`src/rtl/seq_chunk_adder_pkg.sv`:
```
// Shared definitions for seq_chunk_adder: FSM state encoding and chunk-count helpers.
package seq_chunk_adder_pkg;

  typedef enum logic [1:0] {
    S_IDLE = 2'd0,
    S_RUN  = 2'd1,
    S_DONE = 2'd2
  } state_t;

  function automatic int unsigned nchunk_of(input int unsigned width, input int unsigned chunk);
    return width / chunk;
  endfunction

  // Chunk index width; a single-chunk build still needs a 1-bit counter.
  function automatic int unsigned idx_width(input int unsigned nchunk);
    return (nchunk > 1) ? $clog2(nchunk) : 1;
  endfunction

endpackage

```
`src/rtl/seq_chunk_adder_rca_chunk.sv`:
```
// Combinational CHUNK-bit ripple-carry adder slice; msb_cin is the carry into the top bit.
module rca_chunk #(
  parameter int unsigned CHUNK = 8
) (
  input  logic [CHUNK-1:0] a,
  input  logic [CHUNK-1:0] b,
  input  logic             cin,
  output logic [CHUNK-1:0] sum,
  output logic             cout,
  output logic             msb_cin
);

  logic [CHUNK:0] c;

  always_comb begin
    c    = '0;
    sum  = '0;
    c[0] = cin;
    for (int unsigned i = 0; i < CHUNK; i++) begin
      sum[i]   = a[i] ^ b[i] ^ c[i];
      c[i + 1] = (a[i] & b[i]) | (c[i] & (a[i] ^ b[i]));
    end
  end

  assign cout    = c[CHUNK];
  assign msb_cin = c[CHUNK-1];

endmodule

```
`src/rtl/seq_chunk_adder.sv`:
```
// Multi-cycle WIDTH-bit adder reusing one CHUNK-bit ripple stage, LSB chunk first.
// Optional subtract mode and signed overflow output enabled by SEQ_ADD_SUB_EN.
module seq_chunk_adder
  import seq_chunk_adder_pkg::*;
#(
  parameter int unsigned WIDTH = 32,
  parameter int unsigned CHUNK = 8
) (
  input  logic             clk,
  input  logic             rst_n,
  input  logic             start,
  input  logic [WIDTH-1:0] A,
  input  logic [WIDTH-1:0] B,
  input  logic             cin,
`ifdef SEQ_ADD_SUB_EN
  input  logic             sub,
`endif
  output logic             busy,
  output logic             done,
  output logic [WIDTH-1:0] sum,
  output logic             cout
`ifdef SEQ_ADD_SUB_EN
  ,
  output logic             ovf
`endif
);

  localparam int unsigned NCHUNK = nchunk_of(WIDTH, CHUNK);
  localparam int unsigned IDXW   = idx_width(NCHUNK);
  localparam logic [IDXW-1:0] LAST_IDX = IDXW'(NCHUNK - 1);

  if ((CHUNK == 0) || (CHUNK > WIDTH) || ((WIDTH % CHUNK) != 0)) begin : g_bad_cfg
    $error("seq_chunk_adder: WIDTH must be a non-zero multiple of CHUNK");
  end

  state_t state, state_nxt;

  logic [WIDTH-1:0] a_reg;
  logic [WIDTH-1:0] b_reg;
  logic [WIDTH-1:0] acc;
  logic             carry;
  logic [IDXW-1:0]  idx;

  logic [CHUNK-1:0] ch_a;
  logic [CHUNK-1:0] ch_b;
  logic [CHUNK-1:0] ch_sum;
  logic             ch_cout;
  logic             sub_sel;

`ifdef SEQ_ADD_SUB_EN
  logic ch_msb_cin;
  logic msb_cin_q;
  assign sub_sel = sub;
`else
  logic ch_msb_cin_unused;
  assign sub_sel = 1'b0;
`endif

  assign ch_a = a_reg[idx*CHUNK +: CHUNK];
  assign ch_b = b_reg[idx*CHUNK +: CHUNK];

  rca_chunk #(
    .CHUNK(CHUNK)
  ) u_rca (
    .a      (ch_a),
    .b      (ch_b),
    .cin    (carry),
    .sum    (ch_sum),
    .cout   (ch_cout),
`ifdef SEQ_ADD_SUB_EN
    .msb_cin(ch_msb_cin)
`else
    .msb_cin(ch_msb_cin_unused)
`endif
  );

  always_comb begin
    state_nxt = state;
    busy      = 1'b0;
    case (state)
      S_IDLE: if (start) state_nxt = S_RUN;
      S_RUN: begin
        busy = 1'b1;
        if (idx == LAST_IDX) state_nxt = S_DONE;
      end
      S_DONE: begin
        busy      = 1'b1;
        state_nxt = S_IDLE;
      end
      default: state_nxt = S_IDLE;
    endcase
  end

  always_ff @(posedge clk) begin
    if (!rst_n) begin
      state <= S_IDLE;
      a_reg <= '0;
      b_reg <= '0;
      acc   <= '0;
      carry <= 1'b0;
      idx   <= '0;
      done  <= 1'b0;
      sum   <= '0;
      cout  <= 1'b0;
`ifdef SEQ_ADD_SUB_EN
      msb_cin_q <= 1'b0;
      ovf       <= 1'b0;
`endif
    end else begin
      state <= state_nxt;
      // done is registered as the FSM leaves DONE, so it lines up with the updated sum.
      done  <= (state == S_DONE);
      case (state)
        S_IDLE: begin
          if (start) begin
            a_reg <= A;
            b_reg <= sub_sel ? ~B : B;
            carry <= sub_sel | cin;
            idx   <= '0;
          end
        end
        S_RUN: begin
          acc[idx*CHUNK +: CHUNK] <= ch_sum;
          carry <= ch_cout;
          idx   <= idx + 1'b1;
`ifdef SEQ_ADD_SUB_EN
          msb_cin_q <= ch_msb_cin;
`endif
        end
        S_DONE: begin
          sum  <= acc;
          cout <= carry;
`ifdef SEQ_ADD_SUB_EN
          ovf  <= carry ^ msb_cin_q;
`endif
        end
        default: ;
      endcase
    end
  end

endmodule
```
`config.mk`:
```
export PLATFORM = sky130hd
export DESIGN_NAME = seq_chunk_adder
export DESIGN_NICKNAME = d
export VERILOG_FILES = /design/src/rtl/seq_chunk_adder_pkg.sv /design/src/rtl/seq_chunk_adder_rca_chunk.sv /design/src/rtl/seq_chunk_adder.sv
export SDC_FILE = /design/constraint.sdc
export NUM_CORES = 1
export LEC_CHECK = 0
export BUFFER_PORTS_ARGS = -buffer_cell sky130_fd_sc_hd__buf_2
export CAP_MARGIN = 0
export CORE_MARGIN = 2
export CORE_UTILIZATION = 50
export CTS_CLUSTER_DIAMETER = 30
export CTS_CLUSTER_SIZE = 14
export DETAILED_ROUTE_END_ITERATION = 16
export HOLD_SLACK_MARGIN = 0.08
export PLACE_DENSITY_LB_ADDON = 0.3
export SLEW_MARGIN = 40
export SYNTH_ARGS = -nofsm -noshare
export SYNTH_HDL_FRONTEND = slang
export SYNTH_SLANG_ARGS = --single-unit
```
`constraint.sdc`:
```
create_clock -name clk -period 11.2 [get_ports clk]
set_clock_uncertainty 0.1 [all_clocks]
set_input_delay 1.68 -clock clk [delete_from_list [all_inputs] [get_ports clk]]
set_output_delay 1.68 -clock clk [all_outputs]
set_load 0.02 [all_outputs]
```
## After elaboration in Yosys (flattened, before gate mapping)

Index checks and enable logic that the tools add are counted.

- Bits in registers: 135
- Bits of input ports: 68
- Output and inout bits: 35
- Logic and storage cells: 75

- $add $sub $neg: 2
- Eq/ne operators: 5
- Shift operators: 4
- Muxes and demuxes: 9
- Bitwise gates (word level): 40
- Reductions and logical operators: 6

Operator list:

| operator | number |
|---|---|
| indexed part select 32 x 6 -> 8 bit | 2 |
| negation 5 -> 34 bit | 1 |
| variable shift 8 x 34 -> 32 bit, first input constant | 1 |
| indexed part select 8 x 34 -> 32 bit | 1 |
| bitwise mux 32 bit | 1 |
| bitwise AND 1 bit | 16 |
| bitwise XOR 1 bit | 16 |
| OR 1 bit | 8 |
| case mux 2 bit (2 select lines) | 2 |
| two-way mux 2 bit | 3 |
| AND reduction 2 bit | 3 |
| == test 2 bit, second input constant | 2 |
| inequality test 2 bit, second input constant | 2 |
| adder 2 x 1 -> 2 bit, second input constant | 1 |
| == test 2 x 1 -> 1 bit, second input constant | 1 |
| zero test 2 bit | 1 |
| two-way mux 1 bit | 2 |
| case mux 1 bit (2 select lines) | 1 |
| nonzero test 2 bit | 1 |
| OR reduction 2 bit | 1 |

## Logic depth before layout (Yosys ltp)

Gate-level depths: netlist (run 1).

- Word-level depth: 19
- Depth in mapped cells: 18
- Gate-level depth less buffers: 16

## Modules after synthesis

A second synthesis (run 1) with hierarchy kept.

- Cells, all modules: 606
- Area total of the unflattened synthesis: 5850.6 sq um

Modules (own cells, without submodules):

| module | instances | cells an instance | area an instance (sq um) | seq. area each (sq um) |
|---|---|---|---|---|
| seq_chunk_adder | 1 | 588 | 5652.9 | 2702.6 |
| rca_chunk | 1 | 18 | 197.7 | 0.0 |

## Worst setup path after synthesis (run 1)

OpenSTA, ideal clock, no wires.

- Path kind: reg-to-reg
- From: register idx[1]
- To: register acc[31]
- Library setup time: 0.116 ns
- Arrival time: 4.450 ns
- Required time: 10.984 ns
- Setup slack: 6.534 ns
- Cell stages (with the launch flop): 19
- Period minus slack after synthesis: 4.666 ns
- Cell sequence: dfxtp_1 -> buf_2 -> clkbuf_1 -> mux4_2 -> inv_1 -> fa_1 -> fa_1 -> fa_1 -> fa_1 -> inv_1 -> fa_1 -> inv_1 -> fa_1 -> fa_1 -> inv_1 -> fa_1 -> nand3_1 -> a2bb2oi_1 -> nor2b_1

- Cells in the longest elaborated chain, start to end: 19

RTL lines:

| item | line | text |
|---|---|---|
| start: declaration | seq_chunk_adder.sv:42 | `logic [IDXW-1:0] idx;` |
| start signal: assignment | seq_chunk_adder.sv:125 | `idx <= idx + 1'b1;` |
| indexed part select 32 x 6 -> 8 bit, on equally long branches | seq_chunk_adder.sv:59, seq_chunk_adder.sv:60 |  |
| bitwise XOR 1 bit | seq_chunk_adder_rca_chunk.sv:20, seq_chunk_adder_rca_chunk.sv:21 |  |
| bitwise AND 1 bit | seq_chunk_adder_rca_chunk.sv:21 | `c[i + 1] = (a[i] & b[i]) \| (c[i] & (a[i] ^ b[i]));` |
| OR 1 bit | seq_chunk_adder_rca_chunk.sv:21 |  |
| bitwise AND 1 bit | seq_chunk_adder_rca_chunk.sv:21 |  |
| OR 1 bit | seq_chunk_adder_rca_chunk.sv:21 |  |
| bitwise AND 1 bit | seq_chunk_adder_rca_chunk.sv:21 |  |
| OR 1 bit | seq_chunk_adder_rca_chunk.sv:21 |  |
| [3 not listed] | - |  |
| OR 1 bit | seq_chunk_adder_rca_chunk.sv:21 |  |
| bitwise AND 1 bit | seq_chunk_adder_rca_chunk.sv:21 |  |
| OR 1 bit | seq_chunk_adder_rca_chunk.sv:21 |  |
| bitwise AND 1 bit | seq_chunk_adder_rca_chunk.sv:21 |  |
| OR 1 bit | seq_chunk_adder_rca_chunk.sv:21 |  |
| bitwise XOR 1 bit | seq_chunk_adder_rca_chunk.sv:20 | `sum[i] = a[i] ^ b[i] ^ c[i];` |
| indexed part select 8 x 34 -> 32 bit | seq_chunk_adder.sv:123 | `acc[idx*CHUNK +: CHUNK] <= ch_sum;` |
| bitwise mux 32 bit * | seq_chunk_adder.sv:123 |  |
| end signal: indexed assignment | seq_chunk_adder.sv:123 |  |
| end: declaration | seq_chunk_adder.sv:40 | `logic [WIDTH-1:0] acc;` |

Mark *: on every way between the ends. The rest lies on a longest branch, timed or not.
A chain may end at the register's enable or synchronous reset.

## Final worst setup path (run 1)

- From: register idx[0]
- To: register acc[31]

The elaborated chain is that of the path after synthesis.

==> flow_summary.toml, run 1 <==
[run_status]
status = "finished clean"

[placed_design]
place.gp.congestion = 0.798
dp_hpwl_um = 8490
port_buffers = 102

[worst_hold_path]
hold_path_class = "reg -> reg"

[synthesis]
synth-simple-area-share = 0.192
synth_compound_area_frac = 0.135
yosys.area_share.xor_xnor = 0.00149
ys_warn_count = 0
synth_nets = 705
synth_fa_ha_area_frac = 0.0443
syn_avg_cell_area_um2 = 9.47
synthCells = 621
synth_top_family_by_area = "simple AND/OR/NAND/NOR gates"
synth_seq_cells = 135
syn_area_um2 = 5880
synth-seq-area-share = 0.460
synthMuxAreaShare = 0.121
netlist-cell-type-count = 30

[worst_setup_path]
cp_top_family = "adder cells"
cp.arrival_ns = 4.96
crit_path_top_delay_cell = "fa_1"
crit_fanout = 26
worst-path-buf-inv = 5
crit_top_cell = "fa_1"
cp-end-kind = "flip-flop"
crit_type = "reg -> reg"
critPathRequiredTime_ns = 11.40
critPathMaxStageDelay_ns = 0.45
cp-start-kind = "flip-flop"
path_cells = "buf_4, mux4_2, inv_1, fa_1, fa_1, fa_1, fa_1, inv_1, fa_1, inv_1, fa_1, fa_1, inv_1, fa_1, nand3_1, a2bb2oi_1, nor2b_1"

[routing]
wl_met2_um = 6080
wl_per_cell_um = 14.5
highest_layer = "met4"
drtPass1Iterations = 4
route.met3.wl_um = 593
m1WireLength_um = 5590
wl_um = 12400
num_vias = 4383
vias_per_cell = 5.13
drt_iter0_drc = 235
ant_nets = 0
drc_errors = 0

[sta]
rsz0062_at_grt = "false"
slew_headroom = 0.492
max_freq_ghz = 0.210
finalCritPeriodShare = 0.425
fin_setup_tns_ns = 0
finalSetupViolations = 0
worst_slew_pin_slew_ns = 0.762
final_hold_viol_count = 0
hold_slack_ns = 0.352
fin_crit_ns = 4.76
maxSlewViolCount = 0

[clock_tree]
cts-buffers-inserted = 17
cts_sinks = 135
postCtsHoldBufs = 0
clk_latency_ns = 0.41
clk_pin_slew_ns = 0.06
cts_setup_buffers = 0
post_cts_resized = 0
cts_tree = "done"
cts-root-buf = "clkbuf_16"
htreeDepth = 4
clk_path_buf_depth = 2

[power_and_ir_drop]
p_leak_nw = 2.65
power.density_nw_per_um2 = 170
ir_worst_vdd_mv = 0.146

[global_routing]
grt_util_all_layers = 0.203
antenna_found_initial = 0
grt_pass1_wl_um = 20600
grt_max_degree = 136
gr-total-overflow = 0
grt_pass1_vias = 4357

[layout]
final_common_cell = "nand2_1"
most-common-layout-cells = "nand2_1, dfxtp_1, buf_2"
area_delta_synth_final_pct = 19.5
fillers = 951
multi_input_area_um2 = 2930
drive_gt1_frac = 0.219
n_antenna_cell = 0
seqCellArea_um2 = 2700
fin_nets = 782

[die]
rows = 39
fp.dieArea_um2 = 12600
die_h_um = 112
core-area_um2 = 11500
io_pins = 103
start_util = 0.513
die_x_um = 112

[flow_run]
max_cap_violations = 0
-- through the flow --
step	total power, mW	cells	utilization	setup slack (ns)	instance area [µm²]
CTS	1.20	854	0.613	6.18	7030
global placement	0.626	822	0.557	6.32	6390
detailed placement	0.630	822	0.559	6.19	6410
finish	1.19	854	0.613	6.44	7030
global route	1.23	854	0.613	6.17	7030
floorplan	0.594	621	-	6.53	5880
-- path summary, 6_finish.rpt --
check | from | endpoint | slack, ns | depth (start not counted)
max | idx[0]$_SDFFE_PN0P_ | acc[31]$_SDFFE_PN0P_ | 6.44 | 17
min | acc[18]$_SDFFE_PN0P_ | acc[18]$_SDFFE_PN0P_ | 0.35 | 2
max reg2reg | idx[0]$_SDFFE_PN0P_ | acc[31]$_SDFFE_PN0P_ | 6.44 | 17
min reg2reg | acc[18]$_SDFFE_PN0P_ | acc[18]$_SDFFE_PN0P_ | 0.35 | 2
-- power breakdown --
part	internal, mW	leakage (nW)	switching (mW)	total [mW]
registers	0.499	1.10	0.0102	0.509
logic	0.0470	1.26	0.0629	0.110
clock network	0.359	0.291	0.215	0.574
-- cell families after synthesis --
logic type,Yosys count
AOI/OAI and AO/OA,107
xor gates and xnor gates,1
adders and majority gates,16
buffers and inverters,66
DFF,135
muxes,51
and+or+nand+nor,245
-- synth_stat cells --
| library cell | n | area, µm² |
|---|---|---|
| nand3b_1 | 1 | 7.51 |
| a21oi_1 | 3 | 15.0 |
| a21boi_0 | 69 | 518 |
| inv_1 | 20 | 75.1 |
| nand3_1 | 7 | 35.0 |
| and2_1 | 6 | 37.5 |
| or3_1 | 24 | 150 |
| o221ai_1 | 1 | 8.76 |
| fa_1 | 8 | 160 |
| mux2i_1 | 34 | 340 |
| ha_1 | 8 | 100 |
| mux2_2 | 1 | 11.3 |
| buf_1 | 1 | 3.75 |
| a21boi_1 | 19 | 143 |
| dfxtp_1 | 135 | 2700 |
| nand2_1 | 159 | 597 |
| or3b_1 | 3 | 26.3 |
| xnor2_1 | 1 | 8.76 |
| nor2_1 | 3 | 11.3 |
| o21a_1 | 1 | 7.51 |
| a2bb2oi_1 | 4 | 35.0 |
| nand2b_1 | 3 | 18.8 |
| a211oi_1 | 1 | 7.51 |
| buf_2 | 19 | 95.1 |
| mux4_2 | 16 | 360 |
| o21ai_0 | 4 | 20.0 |
| o2bb2ai_1 | 4 | 35.0 |
| clkbuf_1 | 26 | 97.6 |
| nor2b_1 | 39 | 244 |
| o22ai_1 | 1 | 6.26 |
-- metal layers --
layer	up-vias	track usage
li1	2225	-
met1	2032	0.259
met2	113	0.346
met4	0	0.0528
met3	13	0.0524
met5	-	0
-- layout make-up --
type	count	share of cell area
multi-input cells	420	0.416
repair buffers	104	0.0753
flip-flops and latches	135	0.385
clock buffers	19	0.0630
clock inverters	13	0.0242
inverters	20	0.0107
well taps	143	0.0255
-- worst min-delay path, cell delays in order, from the launching register on --
cell and delay (ns):
dfxtp_1 0.31, nand2_1 0.05, a21boi_1 0.05
No activity file was read; power rests on OpenSTA's default activity.
==> run 2: changes to the inputs <==
- ABC_AREA: default -> 1
- clock period: 11.2 -> 4.9 ns (I/O delays scaled with it)
==> flow_summary.toml, run 2 <==
[synthesis]
synthTopCellsByCount = "nor2_1, dfxtp_1, o21ai_0"
synth.top_cell.area_share = 0.472
synth_seq_cells = 135
synth-seq-area-share = 0.472
synth.most_common_cell = "nor2_1"
netlist-cell-type-count = 22
syn_area_um2 = 5720
synthCells = 785
synthFlopType = "dfxtp_1"
synth_nets = 869
syn_avg_cell_area_um2 = 7.29
ys_warn_count = 0
yosysTopAreaCell = "dfxtp_1"
synthTopCellsByArea = "dfxtp_1, nor2_1, o21ai_0"
synthArstFlopShare = 0
synth_edf_count = 0

[clock_tree]
clk_pin_slew_ns = 0.06
clk_latency_ns = 0.41
post_cts_resized = 0
cts-buffers-inserted = 17
clk_path_buf_depth = 2
postCtsHoldBufs = 0
htreeDepth = 4
cts_sinks = 135
cts-root-buf = "clkbuf_16"
cts_setup_buffers = 0
cts_tree = "done"

[worst_hold_path]
hp-start = "acc[12]$_SDFFE_PN0P_"
hold_end = "sum[12]$_SDFFE_PN0P_"
hold_depth = 2
hold_path_class = "reg -> reg"

[worst_setup_path]
cp-end-kind = "flip-flop"
critPathRequiredTime_ns = 5.08
cp.arrival_ns = 4.84
rr_worst_depth = 19
crit_path_start = "idx[0]$_SDFFE_PN0P_"
rr_endpoint = "acc[31]$_SDFFE_PN0P_"
reg2reg_slack_ns = 0.24
cp-start-kind = "flip-flop"
timing.rr.start = "idx[0]$_SDFFE_PN0P_"
crit_fanout = 15
crit_type = "reg -> reg"

[sta]
fin_setup_tns_ns = 0
slew_headroom = 0.485
fin_crit_ns = 4.66
maxSlewViolCount = 0
finalSetupViolations = 0
final_hold_viol_count = 0
worst_slew_pin_slew_ns = 0.772
finalCritPeriodShare = 0.951
rsz0062_at_grt = "false"
max_freq_ghz = 0.215

[global_routing]
grt_pass1_vias = 4610
antenna_found_initial = 0
grt_max_degree = 74
grt_pass1_wl_um = 21900
grt_util_all_layers = 0.217
gr-total-overflow = 0

[die]
core-area_um2 = 11300
rows = 39
die_h_um = 111
start_util = 0.508
io_pins = 103
die_x_um = 111
fp.dieArea_um2 = 12300

[routing]
wl_um = 13000
drt_iter0_drc = 303
wl_per_cell_um = 12.7
ant_nets = 0
num_vias = 5147
drc_errors = 0
vias_per_cell = 5.03
drtPass1Iterations = 5

[power_and_ir_drop]
power.density_nw_per_um2 = 407
ir_worst_vdd_mv = 0.190
p_leak_nw = 3.05

[placed_design]
place.gp.congestion = 0.911
port_buffers = 102
dp_hpwl_um = 9060
dp_cells = 992

[layout]
most-common-layout-cells = "nor2_1, dfxtp_1, buf_2"
area_delta_synth_final_pct = 19.2
final_common_cell = "nor2_1"
fin_cells = 1024
drive_gt1_frac = 0.177
fin_util = 0.605
fillers = 1078
n_antenna_cell = 0
fin_nets = 952

[flow_run]
max_cap_violations = 0

[run_status]
status = "finished clean"
-- run 2: cell types whose count changed after synthesis, moves of 34 or more --
cell      delta
a21oi_1     +43
nand3_1     +34
a21boi_0    -69
nor2_1     +240
o21ai_0     +93
nand2_1     -64
mux2i_1     -34
nor2b_1     -39
-- run 2: power breakdown --
group / switching, mW / internal (mW)
clock: 0.490 / 0.820
combinational: 0.175 / 0.105
sequential: 0.0343 / 1.15
total: 0.700 / 2.08
-- run 2: how the worst max path moves through the flow --
stage	cells after the start	to	slack (ns)
after floorplan	20	acc[15]$_SDFFE_PN0P_	0.51
after global placement	19	acc[15]$_SDFFE_PN0P_	0.41
after detailed placement	19	acc[15]$_SDFFE_PN0P_	0.32
after CTS	19	acc[15]$_SDFFE_PN0P_	0.31
after global routing	19	acc[31]$_SDFFE_PN0P_	0.03
final	19	acc[31]$_SDFFE_PN0P_	0.24
-- run 2: metrics by stage --
stage | hold WS, ns | worst slack (ns) | power (mW) | area (µm²)
after floorplan | 0.329 | 0.509 | 1.41 | 5720
after global placement | 0.343 | 0.409 | 1.49 | 6210
after detailed placement | 0.352 | 0.322 | 1.49 | 6210
after CTS | 0.364 | 0.310 | 2.79 | 6820
after global routing | 0.378 | 0.0340 | 2.89 | 6820
final | 0.361 | 0.243 | 2.78 | 6820
-- run 2: cell families (layout without fill, tap and decap cells) --
kind of cell,Yosys count,after routing,synth area share
buffers and inverters,90,186,0.0763
and+or+nand+nor,384,384,0.266
AOI/OAI and AO/OA,160,160,0.140
adders and majority gates,16,16,0.0455
DFF,135,135,0.472
-- run 2: final cells by class --
type / count / area [µm²] / share of cell area
sequential: 135 / 2700 / 0.396
multi-input combinational: 560 / 2580 / 0.379
timing repair buffer: 111 / 581 / 0.0851
clock buffer: 19 / 443 / 0.0649
tap: 143 / 179 / 0.0262
clock inverter: 13 / 170 / 0.0249
inverter: 43 / 163 / 0.0238
-- run 2: critical path, cell delays in order, from the launching register on --
cell and delay [ns]:
dfxtp_1 0.45, inv_2 0.29, nand2_1 0.09, nand3_1 0.08, nand2_1 0.07, fa_1 0.41
fa_1 0.41, fa_1 0.40, fa_1 0.37, inv_1 0.08, fa_1 0.15, inv_1 0.05
fa_1 0.37, fa_1 0.38, inv_1 0.08, fa_1 0.44, nand3_1 0.13, nor2_1 0.05
nor2_1 0.11, nor2_1 0.05
-- run 2: metal layers --
layer	wire length, µm	up-vias	global-route usage
met4	156	0	0.0633
met1	5970	2328	0.284
met5	0	-	0
met3	602	16	0.0426
met2	6300	135	0.365
li1	-	2668	-
==> run 3: changes to the inputs <==
- clock period: 4.9 -> 5.55 ns (I/O delays scaled with it)
==> flow_summary.toml, run 3 (synthesized netlist as in run 2, its figures left out) <==
[layout]
seqCellArea_um2 = 2700
area_delta_synth_final_pct = 18.7
n_antenna_cell = 0
most-common-layout-cells = "nor2_1, dfxtp_1, buf_2"
final_common_cell = "nor2_1"
fillers = 1017
fin_area_um2 = 6800
multi_input_area_um2 = 2580
drive_gt1_frac = 0.172
fin_nets = 948
fin_cells = 1019
fin_util = 0.603

[sta]
fin_setup_tns_ns = 0
final_hold_viol_count = 0
maxSlewViolCount = 0
max_freq_ghz = 0.209
fin_crit_ns = 4.79
rsz0062_at_grt = "false"
worst_slew_pin_slew_ns = 0.764
slew_headroom = 0.490
hold_slack_ns = 0.360
finalSetupViolations = 0
finalCritPeriodShare = 0.863

[global_routing]
gr-total-overflow = 0
grt_util_all_layers = 0.215
grt_pass1_wl_um = 21800
grt_pass1_vias = 4657
grt_max_degree = 74
antenna_found_initial = 0

[die]
rows = 39
io_pins = 103
die_h_um = 111
start_util = 0.508
fp.dieArea_um2 = 12300
core-area_um2 = 11300
die_x_um = 111

[clock_tree]
cts-root-buf = "clkbuf_16"
clk_latency_ns = 0.41
postCtsHoldBufs = 0
clk_pin_slew_ns = 0.06
clk_path_buf_depth = 2
post_cts_resized = 0
cts_sinks = 135
htreeDepth = 4
cts_tree = "done"
cts_setup_buffers = 0
cts-buffers-inserted = 17

[worst_setup_path]
reg2reg_slack_ns = 0.76
rr_worst_depth = 19
crit_fanout = 22
crit_path_top_delay_cell = "dfxtp_1"
crit_top_cell = "fa_1"
rr_endpoint = "acc[15]$_SDFFE_PN0P_"
cp-start-kind = "flip-flop"
worst-path-buf-inv = 4
crit_type = "reg -> reg"
critPathRequiredTime_ns = 5.73
cp.arrival_ns = 4.97
cp-end-kind = "flip-flop"
cp_top_family = "adder cells"
critPathMaxStageDelay_ns = 0.52
timing.rr.start = "idx[0]$_SDFFE_PN0P_"
path_cells = "inv_2, nand2_1, nand3_1, nand2_1, fa_1, fa_1, fa_1, fa_1, inv_1, fa_1, inv_1, fa_1, fa_1, inv_1, fa_1, nand3_1, nor2_1, nor2_1, nor2_1"

[power_and_ir_drop]
combPwrFrac = 0.098
power.density_nw_per_um2 = 364
intPower_mw = 1.87
ir_worst_vdd_mv = 0.210
p_leak_nw = 3.04
p_seq_frac = 0.425
power.switching_uw = 604
clockPowerShare = 0.477
swShare = 0.244

[flow_run]
max_cap_violations = 0

[routing]
num_vias = 5110
wl_um = 13000
drtPass1Iterations = 5
wl_per_cell_um = 12.8
vias_per_cell = 5.01
drt_iter0_drc = 314
drc_errors = 0
ant_nets = 0

[placed_design]
place.gp.congestion = 0.858
port_buffers = 102
dp_hpwl_um = 8960
dp_cells = 988
placed_area_um2 = 6180

[worst_hold_path]
hold_depth = 2
hp-start = "acc[13]$_SDFFE_PN0P_"
hold_path_class = "reg -> reg"
hold_end = "sum[13]$_SDFFE_PN0P_"

[run_status]
status = "finished clean"
## run 3: changes by cell type in the layout (fill, tap and decap cells not counted)
cell / before / now
buf_2: 101 / 102
buf_4: 10 / 5
bufinv_16: 3 / 4
clkinv_2: 2 / 4
clkinv_4: 3 / 2
clkinvlp_4: 3 / 2
inv_6: 3 / 1
## run 3: area by class of cell
class	instances	area share
well taps	143	0.0263
multi-input cells	560	0.380
flip-flops and latches	135	0.398
clock buffers	19	0.0652
clock inverters	12	0.0260
inverters	43	0.0239
repair buffers	107	0.0806
## run 3: worst min-delay path, stage by stage (launching register included)
cell,delay [ns]
dfxtp_1,0.30
inv_1,0.06
a21oi_1,0.06
## run 3: how the worst max path moves through the flow
stage	from	end	slack (ns)	cells past startpoint
3_3_place_gp	idx[0]$_SDFFE_PN0P_	acc[15]$_SDFFE_PN0P_	0.86	19
3_5_place_dp	idx[0]$_SDFFE_PN0P_	acc[15]$_SDFFE_PN0P_	0.80	19
4_1_cts	idx[0]$_SDFFE_PN0P_	acc[15]$_SDFFE_PN0P_	0.78	19
6_report	idx[0]$_SDFFE_PN0P_	acc[15]$_SDFFE_PN0P_	0.76	19
5_1_grt	idx[0]$_SDFFE_PN0P_	acc[31]$_SDFFE_PN0P_	0.45	19
2_1_floorplan	idx[0]$_SDFFE_PN0P_	acc[15]$_SDFFE_PN0P_	1.16	20
## run 3: metal layers
| layer | share of wire | track usage | up-vias |
|---|---|---|---|
| met5 | 0 | 0 | - |
| met4 | 0.010 | 0.0658 | 0 |
| met3 | 0.047 | 0.0410 | 13 |
| met2 | 0.47 | 0.351 | 143 |
| met1 | 0.47 | 0.292 | 2287 |
| li1 | - | - | 2667 |
## run 3: through the flow
| stage | power (mW) | setup slack (ns) |
|---|---|---|
| floorplan | 1.25 | 1.16 |
| global placement | 1.31 | 0.861 |
| detailed placement | 1.31 | 0.801 |
| CTS | 2.49 | 0.783 |
| global route | 2.57 | 0.455 |
| finish | 2.48 | 0.763 |
## run 3: power groups by stage
stage | Sequential, mW | Combinational [mW] | Clock, mW
floorplan | 1.06 | 0.189 | 0
global placement | 1.07 | 0.239 | 0
detailed placement | 1.07 | 0.243 | 0
CTS | 1.05 | 0.245 | 1.19
global route | 1.06 | 0.281 | 1.23
finish | 1.05 | 0.244 | 1.18
